**src/rtl/vedic_pkg.sv**
```systemverilog
// rtl/vedic_pkg.sv - shared constants, types and helpers for the Vedic multiplier pipeline
package vedic_pkg;

  localparam int VEDIC_LATENCY = 3;

  // Bit i is the valid flag of stage Si.
  typedef logic [VEDIC_LATENCY-1:0] stage_valid_t;

  function automatic int prod_w(input int w);
    return 2 * w;
  endfunction

endpackage

```
**src/rtl/vedic_mult_pipe_if.sv**
```systemverilog
// rtl/vedic_mult_pipe_if.sv - operand/product handshake bundle for vedic_mult_pipe
interface vedic_mult_pipe_if
  import vedic_pkg::*;
#(
  parameter int WIDTH = 8,
  parameter int TAG_W = 1
);
  logic                      in_valid;
  logic                      in_ready;
  logic [WIDTH-1:0]          a;
  logic [WIDTH-1:0]          b;
  logic [TAG_W-1:0]          in_tag;
  logic                      out_valid;
  logic                      out_ready;
  logic [prod_w(WIDTH)-1:0]  c;
  logic [TAG_W-1:0]          out_tag;

  modport master (
    output in_valid, a, b, in_tag, out_ready,
    input  in_ready, out_valid, c, out_tag
  );

  modport slave (
    input  in_valid, a, b, in_tag, out_ready,
    output in_ready, out_valid, c, out_tag
  );
endinterface

```
**src/rtl/vedic_mult_core.sv**
```systemverilog
// rtl/vedic_mult_core.sv - combinational Urdhva-Tiryagbhyam multiplier, recursive down to a 2x2 gate leaf
module vedic_mult_core #(
  parameter int W = 2
) (
  input  logic [W-1:0]   a,
  input  logic [W-1:0]   b,
  output logic [2*W-1:0] p
);

  generate
    if (W == 2) begin : g_leaf
      logic t_lh, t_hl, t_hh, c1;
      assign t_lh = a[1] & b[0];
      assign t_hl = a[0] & b[1];
      assign t_hh = a[1] & b[1];
      assign c1   = t_lh & t_hl;
      assign p    = {t_hh & c1, t_hh ^ c1, t_lh ^ t_hl, a[0] & b[0]};
    end else begin : g_node
      localparam int H = W / 2;
      logic [W-1:0] hh, hl, lh, ll;
      logic [W:0]   mid;

      vedic_mult_core #(.W(H)) u_hh (.a(a[W-1:H]), .b(b[W-1:H]), .p(hh));
      vedic_mult_core #(.W(H)) u_hl (.a(a[W-1:H]), .b(b[H-1:0]), .p(hl));
      vedic_mult_core #(.W(H)) u_lh (.a(a[H-1:0]), .b(b[W-1:H]), .p(lh));
      vedic_mult_core #(.W(H)) u_ll (.a(a[H-1:0]), .b(b[H-1:0]), .p(ll));

      // Cross terms can carry into bit W, so the middle sum keeps W+1 bits.
      assign mid = {1'b0, hl} + {1'b0, lh};
      assign p   = {hh, ll} + ({{(W-1){1'b0}}, mid} << H);
    end
  endgenerate

endmodule

```
**src/rtl/vedic_mult_pipe.sv**
```systemverilog
// rtl/vedic_mult_pipe.sv - 3-stage valid/ready Vedic multiplier; VEDIC_MULT_SIGNED_EN selects two's-complement operands
module vedic_mult_pipe
  import vedic_pkg::*;
#(
  parameter int WIDTH = 8,
  parameter int TAG_W = 1
) (
  input  logic           clk,
  input  logic           rst_n,
  vedic_mult_pipe_if.slave bus
);

  localparam int HW = WIDTH / 2;
  localparam int PW = prod_w(WIDTH);

  stage_valid_t       vld;
  logic               adv;

  logic [WIDTH-1:0]   a_mag, b_mag;
  logic [WIDTH-1:0]   a_q, b_q;
  logic [TAG_W-1:0]   tag0, tag1, tag_out;

  logic [WIDTH-1:0]   hh, hl, lh, ll;
  logic [WIDTH-1:0]   pp_hh, pp_hl, pp_lh, pp_ll;
  logic [WIDTH:0]     mid;
  logic [PW-1:0]      sum, res, c_q;

  // Stages move in lockstep; a stalled output freezes the whole pipe.
  assign adv           = !vld[VEDIC_LATENCY-1] || bus.out_ready;
  assign bus.in_ready  = adv;
  assign bus.out_valid = vld[VEDIC_LATENCY-1];
  assign bus.c         = c_q;
  assign bus.out_tag   = tag_out;

`ifdef VEDIC_MULT_SIGNED_EN
  logic sign_in, sign0, sign1;
  // Magnitude of the most-negative value is 2^(WIDTH-1), which still fits unsigned.
  assign a_mag   = bus.a[WIDTH-1] ? (~bus.a + {{(WIDTH-1){1'b0}}, 1'b1}) : bus.a;
  assign b_mag   = bus.b[WIDTH-1] ? (~bus.b + {{(WIDTH-1){1'b0}}, 1'b1}) : bus.b;
  assign sign_in = bus.a[WIDTH-1] ^ bus.b[WIDTH-1];

  always_ff @(posedge clk or negedge rst_n) begin
    if (!rst_n) begin
      sign0 <= 1'b0;
      sign1 <= 1'b0;
    end else if (adv) begin
      sign0 <= sign_in;
      sign1 <= sign0;
    end
  end
`else
  assign a_mag = bus.a;
  assign b_mag = bus.b;
`endif

  vedic_mult_core #(.W(HW)) u_hh (.a(a_q[WIDTH-1:HW]), .b(b_q[WIDTH-1:HW]), .p(hh));
  vedic_mult_core #(.W(HW)) u_hl (.a(a_q[WIDTH-1:HW]), .b(b_q[HW-1:0]),    .p(hl));
  vedic_mult_core #(.W(HW)) u_lh (.a(a_q[HW-1:0]),    .b(b_q[WIDTH-1:HW]), .p(lh));
  vedic_mult_core #(.W(HW)) u_ll (.a(a_q[HW-1:0]),    .b(b_q[HW-1:0]),    .p(ll));

  assign mid = {1'b0, pp_hl} + {1'b0, pp_lh};
  assign sum = {pp_hh, pp_ll} + ({{(WIDTH-1){1'b0}}, mid} << HW);

`ifdef VEDIC_MULT_SIGNED_EN
  assign res = sign1 ? (~sum + {{(PW-1){1'b0}}, 1'b1}) : sum;
`else
  assign res = sum;
`endif

  always_ff @(posedge clk or negedge rst_n) begin
    if (!rst_n) begin
      vld     <= '0;
      a_q     <= '0;
      b_q     <= '0;
      tag0    <= '0;
      pp_hh   <= '0;
      pp_hl   <= '0;
      pp_lh   <= '0;
      pp_ll   <= '0;
      tag1    <= '0;
      c_q     <= '0;
      tag_out <= '0;
    end else if (adv) begin
      vld     <= {vld[VEDIC_LATENCY-2:0], bus.in_valid};
      a_q     <= a_mag;
      b_q     <= b_mag;
      tag0    <= bus.in_tag;
      pp_hh   <= hh;
      pp_hl   <= hl;
      pp_lh   <= lh;
      pp_ll   <= ll;
      tag1    <= tag0;
      c_q     <= res;
      tag_out <= tag1;
    end
  end

endmodule

```
**src/flat_wrapper.sv**
```systemverilog
// flat-port wrapper written by rule: the top's interface ports become plain ports
module vedic_mult_pipe_flat import vedic_pkg::*;
#(
  parameter int WIDTH = 8,
  parameter int TAG_W = 1
)
  (clk, rst_n, bus_in_valid, bus_a, bus_b, bus_in_tag, bus_out_ready, bus_in_ready, bus_out_valid, bus_c, bus_out_tag);
  vedic_mult_pipe_if #(.WIDTH(WIDTH), .TAG_W(TAG_W)) bus_i ();
  input  logic clk;
  input  logic rst_n;
  input wire logic [$bits(bus_i.in_valid)-1:0] bus_in_valid;
  input wire logic [$bits(bus_i.a)-1:0] bus_a;
  input wire logic [$bits(bus_i.b)-1:0] bus_b;
  input wire logic [$bits(bus_i.in_tag)-1:0] bus_in_tag;
  input wire logic [$bits(bus_i.out_ready)-1:0] bus_out_ready;
  output wire logic [$bits(bus_i.in_ready)-1:0] bus_in_ready;
  output wire logic [$bits(bus_i.out_valid)-1:0] bus_out_valid;
  output wire logic [$bits(bus_i.c)-1:0] bus_c;
  output wire logic [$bits(bus_i.out_tag)-1:0] bus_out_tag;
  assign bus_i.in_valid = bus_in_valid;
  assign bus_i.a = bus_a;
  assign bus_i.b = bus_b;
  assign bus_i.in_tag = bus_in_tag;
  assign bus_i.out_ready = bus_out_ready;
  assign bus_in_ready = bus_i.in_ready;
  assign bus_out_valid = bus_i.out_valid;
  assign bus_c = bus_i.c;
  assign bus_out_tag = bus_i.out_tag;
  vedic_mult_pipe #(.WIDTH(WIDTH), .TAG_W(TAG_W)) u_core (.clk(clk), .rst_n(rst_n), .bus(bus_i));
endmodule
```
**config.mk**
```make
export PLATFORM = sky130hd
export DESIGN_NAME = vedic_mult_pipe_flat
export DESIGN_NICKNAME = d
export VERILOG_FILES = /design/src/rtl/vedic_pkg.sv /design/src/rtl/vedic_mult_pipe_if.sv /design/src/rtl/vedic_mult_core.sv /design/src/rtl/vedic_mult_pipe.sv /design/src/flat_wrapper.sv
export SDC_FILE = /design/constraint.sdc
export NUM_CORES = 1
export LEC_CHECK = 0
export ABC_AREA = 1
export CAP_MARGIN = 40
export CORE_MARGIN = 2
export CORE_UTILIZATION = 45
export DETAILED_ROUTE_END_ITERATION = 6
export GPL_TIMING_DRIVEN = 1
export PLACE_DENSITY = 0.63
export SYNTH_ARGS = -nofsm -noshare
export SYNTH_HDL_FRONTEND = slang
export SYNTH_SLANG_ARGS = --single-unit
```
**constraint.sdc**
```tcl
create_clock -name clk -period 3.1 [get_ports clk]
set_input_delay 0.465 -clock clk [delete_from_list [all_inputs] [get_ports clk]]
set_output_delay 0.465 -clock clk [all_outputs]
set_load 0.05 [all_outputs]
```
==> flow_metrics.tcl <==
set metrics [dict create \
    ant_nets 0 \
    root_buffer "clkbuf_16" \
    worstSetupPathType "flop to flop" \
    hold_viol_final 0 \
    cts_buffer_depth 2 \
    yosys.cell_count.top_type "nand2_1" \
    drt_iter0_markers 259 \
    tightest_slew_ns 0.763 \
    ys_seq_elements 70 \
    gp_congestion 0.919 \
    period_share_pct 91.9 \
    irDropWorstVdd_mv 0.338 \
    layout-drive-gt1-share_pct 3.99 \
    synth_edf_count 0 \
    slew_headroom_pct 49.1 \
    grtUsageTotal_pct 19.3 \
    clk_pin_slew_ns 0.06 \
    antenna_found_initial 0 \
    synth_seq_area_share_pct 31.6 \
    die_area_um2 13200 \
    fmax_ghz 0.351 \
    core_um2 12000 \
    synth_area_leaders "dfrtp_1, ha_1, nand2_1" \
    via_per_inst 4.90 \
    ys_types 29 \
    hold-worst-slack_ns 0.150 \
    fillCellCount 1161 \
    diodes 0 \
    maxCapViolCount 0 \
    power_density_nw_per_um2 1020 \
    numCtsBuffers 9 \
    avgRoutedWirePerCell_um 12.7 \
    yosys.area.top_type "dfrtp_1" \
    grt_pass1_vias 4429 \
    yosys.area.top_type_share_pct 31.6 \
    postCtsHoldBufs 0 \
    dp_hpwl_mm 8.87 \
    finalSetupViolCount 0 \
    netlist_area_um2 5550 \
    hp-class "input port to asynchronous set/reset pin" \
    slew_violations 0 \
    finalWirelength_mm 11.7 \
    overflow 0 \
    h-tree-depth 3 \
    end_kind "flop" \
    fin_setup_tns_ns 0 \
    critPathRequiredTime_ns 3.33 \
    io-pin-count 40 \
    ys.flop_type "dfrtp_1" \
    syn_inst 744 \
    critPathLaunchType "flop" \
    finClkSkew_ns 0.00728 \
    die_h_um 115 \
    clkLatencyLatePin_ns 0.34 \
    yosys_warnings 0 \
    layout.nets 889 \
    cts_tree "done" \
    status "finished clean" \
    initial_core_util_pct 46.2 \
    rows 40 \
    drc 0 \
    avgSynthCellArea_um2 7.46 \
    cts.sinks 70 \
    syn_nets 862 \
    grt_first_pass_wirelength_mm 20.3 \
    cp_max_fo 9 \
    power.leakage_uw 0.00398 \
    grt_max_degree 81 \
    io_buffers 39 \
    firstDrtPassIters 4 \
    synthArstFlopShare_pct 100 \
    period_minus_slack_ns 2.85 \
    area_delta_synth_final_pct 14.9 \
    yosys-top-cells-count "nand2_1, inv_1, ha_1" \
    vias 4524 \
    rsz0062_at_grt "no" \
    cp.arrival_ns 3.08 \
    die_w_um 115 \
]
[stage by stage]
step	utilization, %	std cells	power, uW	setup slack [ns]	cell area, um^2
after floorplan	-	744	4480	0.394	5550
after global placement	50.3	907	5320	0.287	6050
after detailed placement	50.3	907	5390	0.251	6050
after CTS	53.1	923	6590	0.240	6380
after global routing	53.1	923	7210	0.00378	6380
final	53.1	923	6530	0.251	6380
[layer usage]
layer	share of wire, %	vias to the layer above	GRT usage, %
met1	49	2073	25.3
met5	0	-	0
met3	2.4	13	3.80
met2	47	56	32.3
met4	1.4	0	6.02
li1	-	2382	-
[what timing repair did]
action,CTS,global route
gates resized for setup,0,2
endpoints found under the setup margin,0,1
setup buffers,0,0
[flip-flops by register name, indices dropped and copies added (netlist names)]
name and flops:
u_core.bus.c 16, u_core.a_q 8, u_core.b_q 8, u_core.pp_hh 8
u_core.pp_hl 8, u_core.pp_lh 8, u_core.pp_ll 8, u_core.vld 3
u_core.bus.out_tag 1, u_core.tag0 1, u_core.tag1 1
[layout make-up]
cell class,instances,area [um^2],share of cell area (%)
clock inverter,6,92.6,1.45
multi-input combinational,534,3260,51.0
tap,147,184,2.88
clock buffer,10,239,3.75
inverter,112,420,6.59
sequential,70,1750,27.5
timing repair buffer,44,433,6.79
[worst paths after layout]
check                      slack, ns              from          endpoint  cells past startpoint
setup / recovery                0.25     u_core.a_q[3]   u_core.pp_ll[7]                     16
hold / removal                  0.15             rst_n   u_core.pp_hh[7]                      1
setup reg to reg                0.25     u_core.a_q[3]   u_core.pp_ll[7]                     16
hold reg to reg                 0.48  u_core.bus.c[10]  u_core.bus.c[10]                      2
max in group asynchronous       2.27             rst_n     u_core.b_q[2]                      2
min in group clk                0.48  u_core.bus.c[10]  u_core.bus.c[10]                      2
[cell usage in the layout, fill, tap and decap left out, types with 2 or more instances in the layout]
master / instances
clkinvlp_4: 2
o31ai_1: 3
clkdlybuf4s50_1: 37
nand2_1: 281
dfrtp_1: 68
xnor2_1: 11
fa_1: 10
buf_4: 5
o21ai_1: 12
o21ai_0: 20
nor2_1: 11
inv_1: 111
nand3_1: 37
ha_1: 87
or2_1: 3
dfrtp_2: 2
nand4_1: 4
clkbuf_16: 9
xor2_1: 13
bufinv_16: 2
a21o_1: 5
a21oi_1: 27
[critical path: stages (launching register included)]
cell and delay (ns):
dfrtp_1 0.47, nand2_1 0.10, inv_1 0.04, ha_1 0.19, ha_1 0.27, ha_1 0.36
a21oi_1 0.16, nand2_1 0.07, xor2_1 0.14, ha_1 0.36, nand2_1 0.09, inv_1 0.04
nand2_1 0.05, nand2_1 0.05, or2_1 0.20, nand3_1 0.08, nand2_1 0.05
[kinds of logic after synthesis]
logic type,share of synthesized area [%]
adders and majority gates,23.2
and+or+nand+nor,24.7
AOI/OAI and AO/OA,6.94
buffers and inverters,9.78
xor gates and xnor gates,3.79
DFF,31.6
[report_power, final]
group          internal, uW  total, uW  switching, uW
registers              1280       1580            306
clock network           730       1150            424
logic                  1450       3800           2350
(Power assumes the default switching activity.)
==> edit 1 (config.mk and constraints unchanged) <==
Build with the macro `VEDIC_MULT_SIGNED_EN` defined.
--- a/src/rtl/vedic_mult_pipe.sv
+++ b/src/rtl/vedic_mult_pipe.sv
@@ -1,2 +1,4 @@
 // rtl/vedic_mult_pipe.sv - 3-stage valid/ready Vedic multiplier; VEDIC_MULT_SIGNED_EN selects two's-complement operands
+`define VEDIC_MULT_SIGNED_EN
+
 module vedic_mult_pipe
Check against the original RTL: not equivalent (Yosys sat finds a counterexample within 4 cycles, from zero or initial values and one cycle with rst_n low).
==> edit 1 against the unedited design <==
- area after synthesis is 12% higher
- clock skew shrank 0.0022 ns
- first-iteration DRC count is 13% lower
- final cell count up 19%
- sequential cell count is 2 higher
- via count is 18% higher
- setup slack worse by 0.16 ns
- power grew 18%
- final area grew 19%
- routed wire length rose by 16%
- largest cell class unchanged
==> edit 1: results (changes against the unedited design) <==
[synth]
synthXorXnorAreaFrac=0.05063  ; was 0.03786
synth_area_leaders=sky130_fd_sc_hd__dfrtp_1 29%, sky130_fd_sc_hd__ha_1 18%, sky130_fd_sc_hd__nand2_1 16%  ; was sky130_fd_sc_hd__dfrtp_1 32%, sky130_fd_sc_hd__ha_1 20%, sky130_fd_sc_hd__nand2_1 19%
fraction_of_registers_with_async_set_or_reset_after_synthesis=1.000  ; unchanged
synth_mux_area_frac=0  ; unchanged
post_synthesis_compound_gate_area_fraction=0.1009  ; was 0.06942
synthesis.nets=985  ; was 862
ys_seq_area_frac=0.2893  ; was 0.3155
yosysWarnings=0  ; unchanged
synth.distinct_cells=31  ; was 29
post_synth_fa_ha_maj_area_fraction=0.2130  ; was 0.2321
commonest_cells_in_the_synthesized_netlist=269 x sky130_fd_sc_hd__nand2_1, 143 x sky130_fd_sc_hd__inv_1, 90 x sky130_fd_sc_hd__ha_1  ; was 281 x sky130_fd_sc_hd__nand2_1, 111 x sky130_fd_sc_hd__inv_1, 87 x sky130_fd_sc_hd__ha_1

[cells_and_area]
fill_cells=1270  ; was 1,161
antenna-diode-count=0  ; unchanged
largest_reg_flops=16  ; unchanged
nNetsFinal=1041  ; was 889
layout-drive-gt1-share=0.1385  ; was 0.03995

[setup_path]
crit_path_max_fanout=5  ; was 9
slowest_delay_ns=0.41  ; was 0.47 ns
critical-path-top-delay-family=simple AND/OR/NAND/NOR gates  ; was adder cells
critical_path_arrival_ns=3.24  ; was 3.08 ns
critical-path-slowest-cell=sky130_fd_sc_hd__dfrtp_1  ; unchanged
setup.reg_to_reg.worst_slack_ns=0.09  ; was 0.25 ns

[grt]
wire_length_of_the_first_global_routing_pass_um=23160  ; was 20,310 um
grt_start_max_net_pins=99  ; was 81
first_global_vias=5100  ; was 4,429
grt_antenna_before_repair=0  ; unchanged
global_route.usage.total=0.1951  ; was 0.1931

[detailed_routing]
detailroute.via_count=5327  ; was 4,524
routed_wl_um=13580  ; was 11,740 um
drt_pass1_iterations=4  ; unchanged
drt-initial-drc-count=225  ; was 259

[cts]
clock_latency_ns=0.34  ; about the same
clock-root-buffer=sky130_fd_sc_hd__clkbuf_16  ; unchanged
cts_max_path_buffers=2  ; unchanged
clk_pin_slew_ns=0.06  ; about the same
cts_inserted_buffers=9  ; unchanged
h_tree_level_count=3  ; unchanged

[power]
vdd.ir_drop.worst_v=0.0004460  ; was 0.0003381 V
power.leakage_nw=4.406  ; was 3.984 nW

[placement]
place.gp.congestion=0.8224  ; was 0.9185
place.port_buffers=39  ; unchanged
preCtsSetupSlack_ns=-0.02763  ; was 0.2514 ns
dp.final_hpwl_um=10260  ; was 8873 um

[timing]
fmax_mhz=332.3  ; was 351.0 MHz
timing.slew.headroom=0.4059  ; was 0.4914
final.hold.worst_slack_ns=0.01328  ; was 0.1499 ns
fin_worst_skew_ns=0.005027  ; was 0.007277 ns

[worst_hold_path]
min-delay-path-class=in -> async  ; unchanged

[status]
outcome=finished clean  ; unchanged

[edit 1: cell count changes in the layout (fill, tap and decap cells not counted), moves of 13 or more]
| cell | change |
|---|---|
| sky130_fd_sc_hd__o21ai_0 | +35 |
| sky130_fd_sc_hd__buf_4 | +33 |
| sky130_fd_sc_hd__inv_1 | +29 |
| sky130_fd_sc_hd__nand2_1 | -28 |
| sky130_fd_sc_hd__nor2_1 | +20 |
| sky130_fd_sc_hd__nand2_2 | +14 |
| sky130_fd_sc_hd__xor2_1 | +13 |
[edit 1: path summary, 6_finish.rpt]
path                       depth (start not counted)            start          endpoint
max                                               23  u_core.pp_hl[2]  u_core.bus.c[14]
max reg2reg                                       23  u_core.pp_hl[2]  u_core.bus.c[14]
max in group asynchronous                          2            rst_n     u_core.a_q[5]
min in group clk                                   1    u_core.vld[1]     u_core.vld[2]
min                                                1            rst_n   u_core.pp_hh[6]
min reg2reg                                        1    u_core.vld[1]     u_core.vld[2]
[edit 1: repair_timing]
| action | CTS | global route |
|---|---|---|
| setup buffers | 0 | 11 |
| pin swaps | 1 | 31 |
| gates resized for setup | 5 | 65 |
| endpoints found under the setup margin | 3 | 10 |
[edit 1: logic make-up (layout without fill, tap and decap cells)]
kind of cell / Yosys count / count (layout)
adder cells (fa/ha/maj): 100 / 100
AO/OA/AOI/OAI: 115 / 115
flip-flops: 72 / 72
AND/OR/NAND/NOR: 365 / 365
XOR/XNOR: 36 / 36
buffers and inverters: 176 / 236
[edit 1: where the power goes]
group          internal (mW)  switching (mW)  total [mW]
sequential              1.30           0.317        1.62
combinational           2.03            2.93        4.96
clock                  0.696           0.406        1.10
[edit 1: metal layers]
layer | track usage | wire [um] | vias to the layer above
met5 | 0 | 0 | -
met4 | 0.05388 | 242 | 0
met3 | 0.04354 | 383 | 17
met2 | 0.3262 | 6410 | 66
met1 | 0.2552 | 6546 | 2410
li1 | - | - | 2834
[edit 1: through the flow]
| step | TNS [ns] | total power, mW | instances | utilization | cell area, sq um |
|---|---|---|---|---|---|
| after floorplan | 0 | 4.814 | 864 | - | 6227 |
| after global routing | -0.4714 | 8.470 | 1100 | 0.5680 | 7611 |
| after global placement | -0.01743 | 5.953 | 1073 | 0.5149 | 6900 |
| after CTS | 0 | 7.177 | 1089 | 0.5408 | 7247 |
| after detailed placement | -0.05087 | 5.999 | 1074 | 0.5170 | 6928 |
| final | 0 | 7.681 | 1100 | 0.5680 | 7611 |
[edit 1: final cells by class]
class | instances | area [sq um] | share of cell area
Tap cell | 176 | 220.2 | 0.02893
Timing Repair Buffer | 77 | 694.4 | 0.09124
Clock inverter | 6 | 85.08 | 0.01118
Clock buffer | 9 | 225.2 | 0.02959
Multi-Input combinational cell | 616 | 4033 | 0.5298
Sequential cell | 72 | 1813 | 0.2382
Inverter | 144 | 540.5 | 0.07102
==> edit 2 (config.mk and constraints unchanged) <==
Without the edit above. The package constant `VEDIC_LATENCY` goes from 3 to 6.
--- a/src/rtl/vedic_pkg.sv
+++ b/src/rtl/vedic_pkg.sv
@@ -3,3 +3,3 @@
 
-  localparam int VEDIC_LATENCY = 3;
+  localparam int VEDIC_LATENCY = 6;
 
Formal check against the unedited RTL: not equivalent (Yosys sat finds a counterexample within 4 cycles, from zero or initial values and one cycle with rst_n low).
==> edit 2 against the unedited design <==
- setup slack worse by 0.024 ns
- routed wire length up 7.3%
- sequential cell count up 3
- final area up 3.3%
- maximum frequency down 0.85%
- die area up 1.8%
- largest cell class unchanged
- area after synthesis up 1.9%
- power up 13%
- sequential share of layout area up 0.29 points
- synthesized cell count up 1.6%
==> edit 2: results (changes against the unedited design) <==
[setup_path]
critical-path-slowest-cell=sky130_fd_sc_hd__dfrtp_1  ; unchanged
crit_path_max_fanout=9  ; unchanged
critical-path-top-delay-family=adder cells  ; unchanged
critical_path_arrival_ns=3.11  ; was 3.08 ns
slowest_delay_ns=0.49  ; was 0.47 ns

[cts]
clock_latency_ns=0.35
h_tree_level_count=3  ; unchanged
clock-root-buffer=sky130_fd_sc_hd__clkbuf_16  ; unchanged
cts_setup_buffers=0  ; unchanged
clk_pin_slew_ns=0.06  ; about the same
cts_inserted_buffers=9  ; unchanged
cts_max_path_buffers=2  ; unchanged

[synth]
synth.distinct_cells=25  ; was 29
synth_area_leaders=sky130_fd_sc_hd__dfrtp_1 32%, sky130_fd_sc_hd__ha_1 19%, sky130_fd_sc_hd__nand2_1 19%  ; was sky130_fd_sc_hd__dfrtp_1 32%, sky130_fd_sc_hd__ha_1 20%, sky130_fd_sc_hd__nand2_1 19%
commonest_cells_in_the_synthesized_netlist=285 x sky130_fd_sc_hd__nand2_1, 111 x sky130_fd_sc_hd__inv_1, 87 x sky130_fd_sc_hd__ha_1  ; was 281 x sky130_fd_sc_hd__nand2_1, 111 x sky130_fd_sc_hd__inv_1, 87 x sky130_fd_sc_hd__ha_1
synthesis.nets=874  ; was 862
yosysWarnings=0  ; unchanged
fraction_of_registers_with_async_set_or_reset_after_synthesis=1.000  ; unchanged
ys_seq_area_frac=0.3229  ; was 0.3155

[timing]
fin_worst_skew_ns=0.01231  ; was 0.007277 ns
worst-slew-pin-transition_ns=0.5870  ; was 0.7629 ns

[cells_and_area]
layout-drive-gt1-share=0.03812  ; was 0.03995
largest_reg_flops=16  ; unchanged
nNetsFinal=900  ; was 889
antenna-diode-count=0  ; unchanged

[power]
internal_power_mw=3.898  ; was 3.454 mW
vdd.ir_drop.worst_v=0.0003614  ; was 0.0003381 V
power.leakage_nw=4.068  ; was 3.984 nW

[detailed_routing]
drt-initial-drc-count=235  ; was 259
detailroute.via_count=4626  ; was 4,524
drt_pass1_iterations=4  ; unchanged
wl_per_cell_um=13.18  ; was 12.71 um

[placement]
place.port_buffers=39  ; unchanged
placed_cell_area_sq_um=6206  ; was 6046 sq um
dp.final_hpwl_um=9467  ; was 8873 um
preCtsSetupSlack_ns=0.2451  ; was 0.2514 ns
place.gp.congestion=0.8647  ; was 0.9185

[grt]
grt_antenna_before_repair=0  ; unchanged
first_global_vias=4561  ; was 4,429
global_route.usage.total=0.2040  ; was 0.1931
wire_length_of_the_first_global_routing_pass_um=21370  ; was 20,310 um
grt_start_max_net_pins=63  ; was 81

[worst_hold_path]
min-delay-path-class=reg -> reg  ; was in -> async

[status]
outcome=finished clean  ; unchanged

-- edit 2: changes by cell type after synthesis, moves of 4 or more --
cell,delta
sky130_fd_sc_hd__nand2_1,+4
sky130_fd_sc_hd__o21ai_0,+16
sky130_fd_sc_hd__buf_2,-4
sky130_fd_sc_hd__o21ai_1,-12
-- edit 2: final cells by class --
type	count	area [sq um]
Clock buffer	9	225.2
Clock inverter	7	142.6
Fill cell	1211	5574
Inverter	112	420.4
Multi-Input combinational cell	542	3288
Sequential cell	73	1831
Tap cell	168	210.2
Timing Repair Buffer	44	470.5
-- edit 2: worst min-delay path: cells and delay by family (launching register included) --
kind             cells  cell delay [ns]
AND/OR/NAND/NOR      2             0.10
flip-flops           1             0.34
-- edit 2: cell families (layout without fill, tap and decap cells) --
logic type | count (synthesis) | count (layout) | synth area share
XOR/XNOR | 24 | 24 | 0.03716
adder cells (fa/ha/maj) | 97 | 97 | 0.2278
buffers and inverters | 141 | 172 | 0.09710
flip-flops | 73 | 73 | 0.3229
AO/OA/AOI/OAI | 75 | 75 | 0.07189
AND/OR/NAND/NOR | 346 | 346 | 0.2431
-- edit 2: path summary, 6_finish.rpt --
| kind | startpoint | to | slack (ns) | cells past startpoint |
|---|---|---|---|---|
| max in group asynchronous | rst_n | u_core.a_q[7] | 2.03 | 3 |
| min in group asynchronous | rst_n | u_core.bus.c[2] | 0.50 | 2 |
| min | u_core.vld[4] | u_core.vld[4] | 0.47 | 2 |
| min reg2reg | u_core.vld[4] | u_core.vld[4] | 0.47 | 2 |
| max | u_core.a_q[5] | u_core.pp_hl[7] | 0.23 | 16 |
| max reg2reg | u_core.a_q[5] | u_core.pp_hl[7] | 0.23 | 16 |
-- edit 2: through the flow --
step / power [mW] / instances / util / hold slack, ns
global placement: 5.990 / 937 / 0.5080 / 0.4483
floorplan: 4.982 / 756 / - / 0.1694
global route: 8.168 / 955 / 0.5417 / 0.4802
CTS: 7.454 / 955 / 0.5414 / 0.4685
detailed placement: 6.079 / 938 / 0.5103 / 0.3322
finish: 7.403 / 955 / 0.5417 / 0.4691
-- edit 2: power groups by stage --
stage	Clock, mW	Sequential [mW]	Combinational [mW]
floorplan	0	1.94	3.04
global placement	0	1.72	4.27
detailed placement	0	1.74	4.34
CTS	1.33	1.73	4.40
global route	1.36	1.78	5.02
finish	1.30	1.73	4.37
-- edit 2: timing repair --
action / 4_1_cts / 5_1_grt
hold buffers: 1 / 0
endpoints found under the setup margin: 0 / 1
hold endpoints to repair: 11 / 0
gates resized for setup: 0 / 3
-- edit 2: per-layer routing --
metal,vias to the layer above,part of all wire,global-route usage
li1,2416,-,-
met1,2105,0.48,0.2686
met2,89,0.47,0.3388
met3,16,0.030,0.03114
met4,0,0.019,0.08254
met5,-,0,0
